==> src/rtl/memory_turn_controller.sv <==
// Turn sequencer for a two-player pairs game on a COLS x ROWS card grid.
// Owns cursor, face-up/matched masks, scores, turn timer and mismatch hold.
module memory_turn_controller #(
  parameter int COLS        = 10,
  parameter int ROWS        = 5,
  parameter int N_CELLS     = 50,
  parameter int VAL_W       = 5,
  parameter int TURN_CYCLES = 250000000,
  parameter int SHOW_CYCLES = 25000000
) (
  input  logic               clk,
  input  logic               rst,
  input  logic               start,
  input  logic               mv_left,
  input  logic               mv_right,
  input  logic               mv_up,
  input  logic               mv_down,
  input  logic               sel,
  output logic [5:0]         val_addr,
  input  logic [VAL_W-1:0]   val_data,
  output logic [5:0]         cursor,
  output logic [N_CELLS-1:0] revealed,
  output logic [N_CELLS-1:0] matched,
  output logic               player,
  output logic [4:0]         score_p1,
  output logic [4:0]         score_p2,
  output logic [3:0]         timer_left,
  output logic               game_over,
  output logic [1:0]         winner,
  output logic [2:0]         fsm_state
);

  localparam int COL_W = $clog2(COLS);
  localparam int ROW_W = $clog2(ROWS);
  localparam logic [COL_W-1:0] COL_MAX   = COL_W'(COLS - 1);
  localparam logic [ROW_W-1:0] ROW_MAX   = ROW_W'(ROWS - 1);
  localparam logic [27:0]      TURN_LOAD = 28'(TURN_CYCLES - 1);
  localparam logic [27:0]      SHOW_LOAD = 28'(SHOW_CYCLES - 1);
  localparam logic [27:0]      SEC_DIV   = 28'((TURN_CYCLES / 10 > 0) ? TURN_CYCLES / 10 : 1);
  localparam logic [4:0]       MAX_SCORE = 5'd25;

  typedef enum logic [2:0] {IDLE, PICK1, PICK2, CHECK, SHOW, GAME_OVER} state_t;

  state_t             state, next_state;
  logic [COL_W-1:0]   col;
  logic [ROW_W-1:0]   row;
  logic [5:0]         idx_a, idx_b;
  logic [VAL_W-1:0]   val_a, val_b;
  logic [27:0]        turn_cnt, show_cnt;
  logic [27:0]        secs;
  logic [N_CELLS-1:0] pair_bits;
  logic               start_game, picking, timeout, sel_ok, pick_ok;
  logic               pair_match, all_matched, show_done;

  assign cursor    = 6'(32'(row) * COLS + 32'(col));
  assign val_addr  = cursor;
  assign fsm_state = state;

  assign start_game  = start && (state == IDLE || state == GAME_OVER);
  assign picking     = (state == PICK1) || (state == PICK2);
  // turn_cnt holds the cycles left after the current one; zero means this is the last
  assign timeout     = picking && (turn_cnt == '0);
  assign sel_ok      = sel && !revealed[cursor] && !matched[cursor];
  assign pick_ok     = sel_ok && !timeout;
  assign pair_bits   = (N_CELLS'(1) << idx_a) | (N_CELLS'(1) << idx_b);
  assign pair_match  = (val_a == val_b);
  assign all_matched = ((matched | pair_bits) == {N_CELLS{1'b1}});
  assign show_done   = (state == SHOW) && (show_cnt == '0);

  assign secs       = turn_cnt / SEC_DIV;
  assign timer_left = (secs > 28'd15) ? 4'd15 : secs[3:0];

  always_ff @(posedge clk or posedge rst) begin
    if (rst) state <= IDLE;
    else     state <= next_state;
  end

  always_comb begin
    next_state = state;
    case (state)
      IDLE, GAME_OVER: if (start) next_state = PICK1;
      PICK1: begin
        if (timeout)      next_state = PICK1;
        else if (pick_ok) next_state = PICK2;
      end
      PICK2: begin
        if (timeout)      next_state = PICK1;
        else if (pick_ok) next_state = CHECK;
      end
      CHECK: begin
        if (!pair_match)      next_state = SHOW;
        else if (all_matched) next_state = GAME_OVER;
        else                  next_state = PICK1;
      end
      SHOW: if (show_done) next_state = PICK1;
      default: next_state = IDLE;
    endcase
  end

  always_comb begin
    game_over = (state == GAME_OVER);
    winner    = 2'b00;
    if (state == GAME_OVER) begin
      if (score_p1 > score_p2)      winner = 2'b01;
      else if (score_p2 > score_p1) winner = 2'b10;
      else                          winner = 2'b11;
    end
  end

  always_ff @(posedge clk or posedge rst) begin
    if (rst) begin
      col      <= '0;
      row      <= '0;
      revealed <= '0;
      matched  <= '0;
      player   <= 1'b0;
      score_p1 <= '0;
      score_p2 <= '0;
      idx_a    <= '0;
      idx_b    <= '0;
      val_a    <= '0;
      val_b    <= '0;
      turn_cnt <= '0;
      show_cnt <= '0;
    end else if (start_game) begin
      col      <= '0;
      row      <= '0;
      revealed <= '0;
      matched  <= '0;
      player   <= 1'b0;
      score_p1 <= '0;
      score_p2 <= '0;
      turn_cnt <= TURN_LOAD;
      show_cnt <= '0;
    end else begin
      // Selection below samples the pre-move cursor; the move lands on the same edge
      if (state != IDLE) begin
        if (mv_left)       col <= (col == '0) ? COL_MAX : col - COL_W'(1);
        else if (mv_right) col <= (col == COL_MAX) ? '0 : col + COL_W'(1);
        else if (mv_up)    row <= (row == '0) ? ROW_MAX : row - ROW_W'(1);
        else if (mv_down)  row <= (row == ROW_MAX) ? '0 : row + ROW_W'(1);
      end
      case (state)
        PICK1, PICK2: begin
          if (timeout) begin
            revealed <= '0;
            player   <= ~player;
            turn_cnt <= TURN_LOAD;
          end else begin
            turn_cnt <= turn_cnt - 28'd1;
            if (pick_ok) begin
              revealed[cursor] <= 1'b1;
              if (state == PICK1) begin
                idx_a <= cursor;
                val_a <= val_data;
              end else begin
                idx_b <= cursor;
                val_b <= val_data;
              end
            end
          end
        end
        CHECK: begin
          if (pair_match) begin
            matched  <= matched | pair_bits;
            revealed <= revealed & ~pair_bits;
            if (!player) begin
              if (score_p1 != MAX_SCORE) score_p1 <= score_p1 + 5'd1;
            end else begin
              if (score_p2 != MAX_SCORE) score_p2 <= score_p2 + 5'd1;
            end
            if (!all_matched) turn_cnt <= TURN_LOAD;
          end else begin
            show_cnt <= SHOW_LOAD;
          end
        end
        SHOW: begin
          if (show_done) begin
            revealed <= revealed & ~pair_bits;
            player   <= ~player;
            turn_cnt <= TURN_LOAD;
          end else begin
            show_cnt <= show_cnt - 28'd1;
          end
        end
        default: ;
      endcase
    end
  end

endmodule

==> config.mk <==
export PLATFORM = sky130hd
export DESIGN_NAME = memory_turn_controller
export DESIGN_NICKNAME = d
export VERILOG_FILES = /design/src/rtl/memory_turn_controller.sv
export SDC_FILE = /design/constraint.sdc
export NUM_CORES = 1
export LEC_CHECK = 0
export CAP_MARGIN = 20
export CORE_MARGIN = 5
export CORE_UTILIZATION = 50
export DETAILED_ROUTE_END_ITERATION = 8
export PLACE_DENSITY = 0.78
export SKIP_CTS_REPAIR_TIMING = 1
export SYNTH_ARGS = -nofsm -noshare
export SYNTH_HDL_FRONTEND = slang
export SYNTH_SLANG_ARGS = --single-unit
==> constraint.sdc <==
create_clock -name clk -period 21.3 [get_ports clk]
set_input_delay 6.39 -clock clk [delete_from_list [all_inputs] [get_ports clk]]
set_output_delay 6.39 -clock clk [all_outputs]
set_load 0.05 [all_outputs]
[Yosys cells after proc, flatten, opt, wreduce, memory -nomap -nowiden]
Cells that the tools add are included.
Operators by class
  $add $sub $neg: 9
  multipliers: 1
  div/mod/pow operators: 1
  order comparisons: 5
  eq/ne operators: 25
  shift operators: 2
  multiplexer cells: 66
  bitwise operators: 9
  reduce and logical (&&, ||, !) cells: 43
Operator list (count)
  50-bit 2-to-1 mux: 8
  28-bit 2-to-1 mux: 8
  50-bit bitwise OR: 3
  50-bit one-hot mux with 3 select lines: 1
  1-bit by 6-bit left shift with 50-bit output, first input constant: 2
  28-bit one-hot mux with 3 select lines: 1
  28-bit zero test: 2
  28-bit one-hot mux with 2 select lines: 1
  28-bit by 1-bit subtractor with 28-bit output, second input constant: 2
  50-bit bitwise AND: 1
  50-bit == test, second input constant: 1
  5-bit 2-to-1 mux: 10
  50-bit NOT: 1
  3-bit 2-to-1 mux: 16
  28-bit by 25-bit divider with 28-bit output, second input constant: 1
  28-bit by 4-bit > comparator with 1-bit output, second input constant: 1
  4-bit 2-to-1 mux: 7
  3-bit inequality test, second input constant: 8
  4-bit AND reduction: 6
  3-bit one-hot mux with 5 select lines: 1
  3-bit nonzero test: 5
  1-bit binary-select mux with 6-bit select: 2
  2-bit nonzero test: 6
  5-bit by 1-bit adder with 5-bit output, second input constant: 2
  other kinds (33): 65
Storage, ports and cells
  bits in registers: 199
  input bits: 13
  output and inout bits: 133

[Logic depth before layout (Yosys ltp)]
Gate-level depths: netlist of the first run.
  depth after elaboration: 12
  gate-level depth with buffers: 19
  mapped depth without buffers: 16

[Least setup slack after synthesis of the first run]
Ideal clock, no wire load.
  path type: reg-to-output
  from: register turn_cnt[10]
  to: output timer_left[0]
  data arrival time: 5.037 ns
  required time: 14.910 ns
  slack: 9.873 ns
  stages on the path, launching flop included: 17
  path buffers: 2
  cell sequence: dfrtp_1 buf_6 or4_4 buf_6 o211a_4 a21oi_4 inv_4 a311o_1 a211oi_2 nor3_1 a221o_1 or3_1 or2_1 o21ai_2 o211a_1 o22ai_1 o21ai_1
On the way
  cells in the longest elaborated chain, start to end: 3
RTL lines
  start, declared: line 49  | logic [27:0] turn_cnt, show_cnt;
  start signal, assigned: line 150  | turn_cnt <= turn_cnt - 28'd1;
  28-bit by 25-bit divider with 28-bit output *: line 70  | assign secs = turn_cnt / SEC_DIV;
  28-bit by 4-bit > comparator with 1-bit output: line 71  | assign timer_left = (secs > 28'd15) ? 4'd15 : secs[3:0];
  4-bit 2-to-1 mux *: line 71
  end, declared: line 27  | output logic [3:0] timer_left,
Every way passes the cells marked *; elsewhere a longest branch is shown, timed or not.

[Final worst setup path of the first run]
  from: register turn_cnt[9]
  to: output timer_left[0]
Same word-level chain as after synthesis.

==> results of run 1 <==
[cell usage in the layout (no fill, tap or decap), types with 6 or more instances in the layout]
| master | synthesis | final |
|---|---|---|
| a211oi_1 | 7 | 7 |
| a21o_1 | 7 | 7 |
| a21oi_1 | 146 | 146 |
| a31oi_1 | 13 | 13 |
| and2_1 | 11 | 10 |
| and3_1 | 10 | 10 |
| buf_4 | 7 | 18 |
| clkbuf_16 | 0 | 17 |
| clkdlybuf4s50_1 | 0 | 145 |
| dfrtp_1 | 199 | 199 |
| ha_1 | 25 | 25 |
| inv_1 | 39 | 38 |
| mux2_2 | 20 | 20 |
| mux2i_1 | 6 | 6 |
| nand2_1 | 133 | 133 |
| nand2b_1 | 21 | 21 |
| nand3_1 | 42 | 42 |
| nand3b_1 | 10 | 10 |
| nand4_1 | 14 | 14 |
| nor2_1 | 184 | 183 |
| nor2b_1 | 16 | 16 |
| nor3_1 | 49 | 49 |
| nor3b_1 | 7 | 7 |
| nor4_1 | 21 | 20 |
| o211ai_1 | 19 | 19 |
| o21a_1 | 26 | 26 |
| o21ai_0 | 140 | 140 |
| o21ai_1 | 36 | 36 |
| o22ai_1 | 77 | 77 |
| o31ai_1 | 9 | 9 |
| or2_2 | 7 | 7 |
| or3_1 | 31 | 31 |
| or4_1 | 6 | 6 |
| xnor2_1 | 38 | 38 |
| xor2_1 | 16 | 16 |
[logic make-up after synthesis]
group	count (synthesis)	share of synthesized area (%)
buffers and inverters	137	4.39
AO/OA/AOI/OAI	547	25.8
multiplexers	27	2.31
adder cells (fa/ha/maj)	28	2.75
AND/OR/NAND/NOR	586	22.2
flip-flops	199	38.8
XOR/XNOR	54	3.69
[worst paths after layout]
| kind | to | cells past startpoint | start |
|---|---|---|---|
| max in group asynchronous | revealed[10] | 3 | rst |
| worst min-delay path | show_cnt[24] | 2 | show_cnt[24] |
| worst min register to register | show_cnt[24] | 2 | show_cnt[24] |
| min in group asynchronous | show_cnt[16] | 2 | rst |
| worst max-delay path | timer_left[0] | 14 | turn_cnt[9] |
| worst max register to register | revealed[24] | 13 | col[1] |
[cells in the mapped netlist, types with 10 or more instances]
library cell / instances
buf_1: 10
clkbuf_1: 73
nor4_1: 21
nand2b_1: 21
o21a_1: 26
a21oi_1: 146
nand3_1: 42
o22ai_1: 77
nand2_1: 133
nand4_1: 14
o21ai_0: 140
inv_1: 39
o21ai_1: 36
or3_1: 31
and2_1: 11
o211ai_1: 19
and3_1: 10
a31oi_1: 13
xnor2_1: 38
nor2_1: 184
xor2_1: 16
ha_1: 25
mux2_2: 20
nor3_1: 49
dfrtp_1: 199
nand3b_1: 10
nor2b_1: 16
[critical path, cell delays in order, from the launching register on]
cell,delay [ps]
dfrtp_1,540
or4_4,670
o211a_4,290
a2111oi_2,510
a311oi_2,130
o211ai_1,350
nand2_1,270
o41ai_1,560
o21ai_0,280
o31a_1,410
o21ai_2,290
mux2_1,360
a32oi_1,200
o21ai_1,100
clkdlybuf4s50_1,710
[routing by layer]
metal,GRT usage (%),vias to the layer above
met4,10.8,2
li1,-,5920
met1,42.4,6291
met2,47.8,815
met3,6.32,154
met5,0,-
[power groups by stage]
stage / Clock [mW] / Sequential, mW / Combinational, mW
2_1_floorplan: 0 / 0.612 / 0.661
3_3_place_gp: 0 / 0.552 / 1.04
3_5_place_dp: 0 / 0.555 / 1.06
4_1_cts: 0.341 / 0.549 / 1.07
5_1_grt: 0.356 / 0.565 / 1.16
6_report: 0.339 / 0.552 / 1.09
[layout make-up]
cell class,count,area [um2]
diodes,1,2.50
flip-flops and latches,199,4980
multi-input cells,1242,7300
inverters,41,164
repair buffers,165,1600
well taps,330,413
fillers,2265,10200
clock inverters,14,186
clock buffers,17,425
[registers in the layout, summed over array words and instances, names as in the netlist]
signal     count
matched       50
revealed      50
show_cnt      28
turn_cnt      28
idx_a          6
idx_b          6
score_p1       5
score_p2       5
val_a          5
val_b          5
col            4
fsm_state      3
row            3
player         1
[stage by stage]
step / cell area [um2] / utilization [%] / setup WS, ps
detailed placement: 14400 / 57.2 / 9390
finish: 15100 / 59.7 / 8810
CTS: 15100 / 59.6 / 8890
global placement: 14400 / 57.2 / 9610
floorplan: 12800 / - / 9480
global route: 15100 / 59.7 / 8410
==> impl_metrics.yaml, run 1 <==
status:
  outcome: "finished clean"
pwr:
  peakVddDrop_mv: 0.0846
  leakagePower_nw: 6.02
  p_comb_share_pct: 55.0
  power_per_cell_area_nw_per_um2: 132
  switching_share_pct: 51.9
  pwr-share-clk_pct: 17.1
  p_total_mw: 1.98
  switchingPower_mw: 1.03
  p_int_mw: 0.953
  p_seq_share_pct: 27.9
sta:
  min_period_ps: 12490
  hold_slack_ps: 498
  finalSetupTns_ps: 0
  skew_ps: 20.2
  final_max_slew_viol_count: 0
  worstMarginPinSlew_ps: 969
  finalCritPeriodShare_pct: 58.7
  relSlewSlack_pct: 35.4
  rsz0062_at_grt: "no"
  timing.fmax_ghz: 0.0800
  finalSetupViolCount: 0
  hold_violations: 0
global_routing:
  antenna_found_initial: 0
  grt_overflow_total: 0
  grt_pass1_wl_mm: 71.0
  grt_start_max_net_pins: 125
  grt_pass1_vias: 12400
  grt_use_total_pct: 30.6
synthesis:
  yosysTopAreaCell: "dfrtp_1"
  syn_inst: 1578
  synth_seq_cells: 199
  yosys-top-cells-area: "dfrtp_1, a21oi_1, o21ai_0"
  synth_nets: 1617
  synth_edf_count: 0
  yosysSeqAreaShare_pct: 38.8
  synth_area_um2: 12800
  synth_ff_type: "dfrtp_1"
  yosysTopAreaCellShare_pct: 38.8
  yosysUniqueCellTypes: 87
  async_flop_share_pct: 100
  avgSynthCellArea_um2: 8.13
  yosysWarnings: 0
floorplan:
  die_h_um: 170
  start_util_pct: 50.8
  io_pins: 146
  die-area_um2: 29000
  num_rows: 58
  core_um2: 25300
  die_w_um: 170
final_layout:
  drive_above_1_share_pct: 6.44
  fin_nets: 1705
  syn_to_final_growth_pct: 17.4
  final_cells: 2009
clocking:
  clkLatencyLatePin_ps: 450
  cts_htree_levels: 4
  cts_tree: "done"
  cts_made_buffers: 17
  cts_buffer_depth: 2
  cts_root_buffer: "clkbuf_16"
  cts.clk_slew.worst_paths_ps: 80
  cts_sinks: 199
route:
  drt_wl_total_mm: 44.5
  drc: 0
  viasPerCell: 6.56
  routed-wl-met3_mm: 4.42
  ant_nets: 0
  maxUsedRoutingLayer: "met5"
  vias: 13200
  post_drt_wl_per_cell_um: 22.1
  wl_met1_mm: 18.2
  dr.pass1.iters: 6
  first_iter_violations: 1451
  route.met2.wl_mm: 20.2
placed_design:
  dp_hpwl_mm: 32.4
  place_inst: 1975
  portBuffers: 145
  place_congestion: 0.997
critical_path:
  critPathKind: "register to primary output"
  path_max_fanout: 13
  cp-end-kind: "primary output"
  start_kind: "register"
  r2r_setup_slack_ps: 15760
  critical_path_arrival_ps: 6100
  required_ps: 14910
min_path:
  hp-class: "register to register"
flow_run:
  maxCapViolations: 0
(Power assumes the default switching activity.)
==> run 2, diff against run 1 <==
==> constraint.sdc (replaced) <==
create_clock -name clk -period 12.5 [get_ports clk]
set_input_delay 3.75 -clock clk [delete_from_list [all_inputs] [get_ports clk]]
set_output_delay 3.75 -clock clk [all_outputs]
set_load 0.05 [all_outputs]
==> run 2 against run 1 <==
Via count shrank 0.93%. Count of clock-buffer cells in the layout grew 1. Largest power group unchanged. Non-clock buffer count shrank 2. Final cell count is essentially flat. Largest cell class unchanged. Setup slack lost 6100 ps. Clock skew grew 2.3 ps. Global-route usage shrank 0.41 points.
==> impl_metrics.yaml, run 2 (synthesis gave the netlist of run 1 again) <==
sta:
  finalSetupTns_ps: 0
  timing.fmax_ghz: 0.102
  skew_ps: 22.5
  hold_violations: 0
  rsz0062_at_grt: "no"
  final_max_slew_viol_count: 0
  worstMarginPinSlew_ps: 1260
  relSlewSlack_pct: 15.7
  finalCritPeriodShare_pct: 78.3
  finalSetupViolCount: 0
  min_period_ps: 9790
route:
  vias: 13100
  drc: 0
  drt_wl_total_mm: 44.5
  viasPerCell: 6.51
  dr.pass1.iters: 6
  first_iter_violations: 1465
  post_drt_wl_per_cell_um: 22.2
  ant_nets: 0
flow_run:
  maxCapViolations: 0
global_routing:
  grt_util_met2_pct: 46.4
  use_met3_pct: 7.87
  top_usage_layer: "met2"
  grt_overflow_total: 0
  use_met1_pct: 40.5
  grt_pass1_wl_mm: 69.5
  antenna_found_initial: 1
  grt_pass1_vias: 12400
  grt_start_max_net_pins: 132
  grt_use_total_pct: 30.2
clocking:
  cts_sinks: 199
  cts_htree_levels: 4
  cts.clk_slew.worst_paths_ps: 80
  clkLatencyLatePin_ps: 450
  cts_buffer_depth: 2
  cts_made_buffers: 17
  cts_root_buffer: "clkbuf_16"
  cts_tree: "done"
floorplan:
  num_rows: 58
  core_um2: 25300
  die_h_um: 170
  io_pins: 146
  die-area_um2: 29000
  die_w_um: 170
  start_util_pct: 50.8
final_layout:
  drive_above_1_share_pct: 6.32
  num_antenna_cells: 0
  reg_top3: "matched: 50 flops, revealed: 50 flops"
  regArea_um2: 4980
  final_cell_mix: "dfrtp_1, nor2_1, a21oi_1, clkdlybuf4s50_1, o21ai_0"
  syn_to_final_growth_pct: 17.3
  fin_nets: 1703
  multi_input_area_um2: 7300
  fillers: 2225
  final_common_cell: "dfrtp_1"
  final_cells: 2007
critical_path:
  path_buf_inv: 1
  critPathKind: "register to primary output"
  start_kind: "register"
  crit_slowest_cell: "clkdlybuf4s50_1"
  critical-path-max-stage-delay_ps: 710
  cp-end-kind: "primary output"
  required_ps: 8750
  path_delay_family: "compound AO/OA/AOI/OAI gates"
  path_max_fanout: 13
  critical_path_arrival_ps: 6040
  crit_chain: "or4_4, o211a_4, a2111oi_2, a311oi_2, o211ai_1, nand2_1, o41ai_1, o21ai_0, o31a_1, o21ai_2, mux2_1, a32oi_1, o21ai_1, clkdlybuf4s50_1"
pwr:
  leakagePower_nw: 6.00
  peakVddDrop_mv: 0.130
  power_per_cell_area_nw_per_um2: 223
placed_design:
  place_inst: 1973
  place_congestion: 1.03
  dp_hpwl_mm: 32.4
  portBuffers: 145
status:
  outcome: "finished clean"
min_path:
  hp-class: "register to register"
[run 2: where the power goes]
part | switching [mW] | total (mW) | internal (mW)
clock | 0.284 | 0.573 | 0.289
sequential | 0.165 | 0.938 | 0.773
combinational | 1.29 | 1.85 | 0.561
total | 1.74 | 3.36 | 1.62
[run 2: final cells by class]
| cell class | count | area share, % |
|---|---|---|
| flip-flops and latches | 199 | 33.1 |
| clock buffers | 18 | 2.85 |
| inverters | 41 | 1.09 |
| multi-input cells | 1242 | 48.5 |
| clock inverters | 14 | 1.23 |
| well taps | 330 | 2.74 |
| repair buffers | 163 | 10.5 |
[run 2: final timing paths]
| check | to | from | slack, ps | cells after the start |
|---|---|---|---|---|
| worst max-delay path | timer_left[0] | turn_cnt[9] | 2710 | 14 |
| worst min-delay path | show_cnt[24] | show_cnt[24] | 500 | 2 |
| min in group asynchronous | turn_cnt[24] | rst | 3880 | 2 |
| max in group asynchronous | revealed[42] | rst | 7160 | 3 |
| worst max register to register | turn_cnt[18] | show_cnt[12] | 7170 | 14 |
| worst min register to register | show_cnt[24] | show_cnt[24] | 500 | 2 |
[run 2: worst reg2reg max path, stage by stage (launching register included)]
cell and delay (ps):
dfrtp_1 420, or3_1 400, or3_1 340, nor3_1 490
nand2_1 150, nor3_1 610, a21oi_1 370, nor2_1 180
buf_4 310, o21a_1 300, and2_1 370, nand4_1 550
nor4_1 460, xnor2_1 170, nand2_1 70
[run 2: routing by layer]
layer / vias to the layer above / routed length [um]
met5: - / 11
met4: 2 / 2080
met3: 157 / 4370
met2: 737 / 19800
met1: 6241 / 18200
li1: 5922 / -
[run 2: through the flow]
step / setup WS (ps) / hold WS, ps / cell area (um2) / utilization, % / power [mW]
2_1_floorplan: 3320 / 450 / 12800 / - / 2.17
3_3_place_gp: 3420 / 467 / 14400 / 57.1 / 2.71
3_5_place_dp: 3230 / 481 / 14400 / 57.1 / 2.74
4_1_cts: 2740 / 498 / 15000 / 59.6 / 3.32
5_1_grt: 2270 / 508 / 15100 / 59.6 / 3.53
6_report: 2710 / 498 / 15100 / 59.6 / 3.36
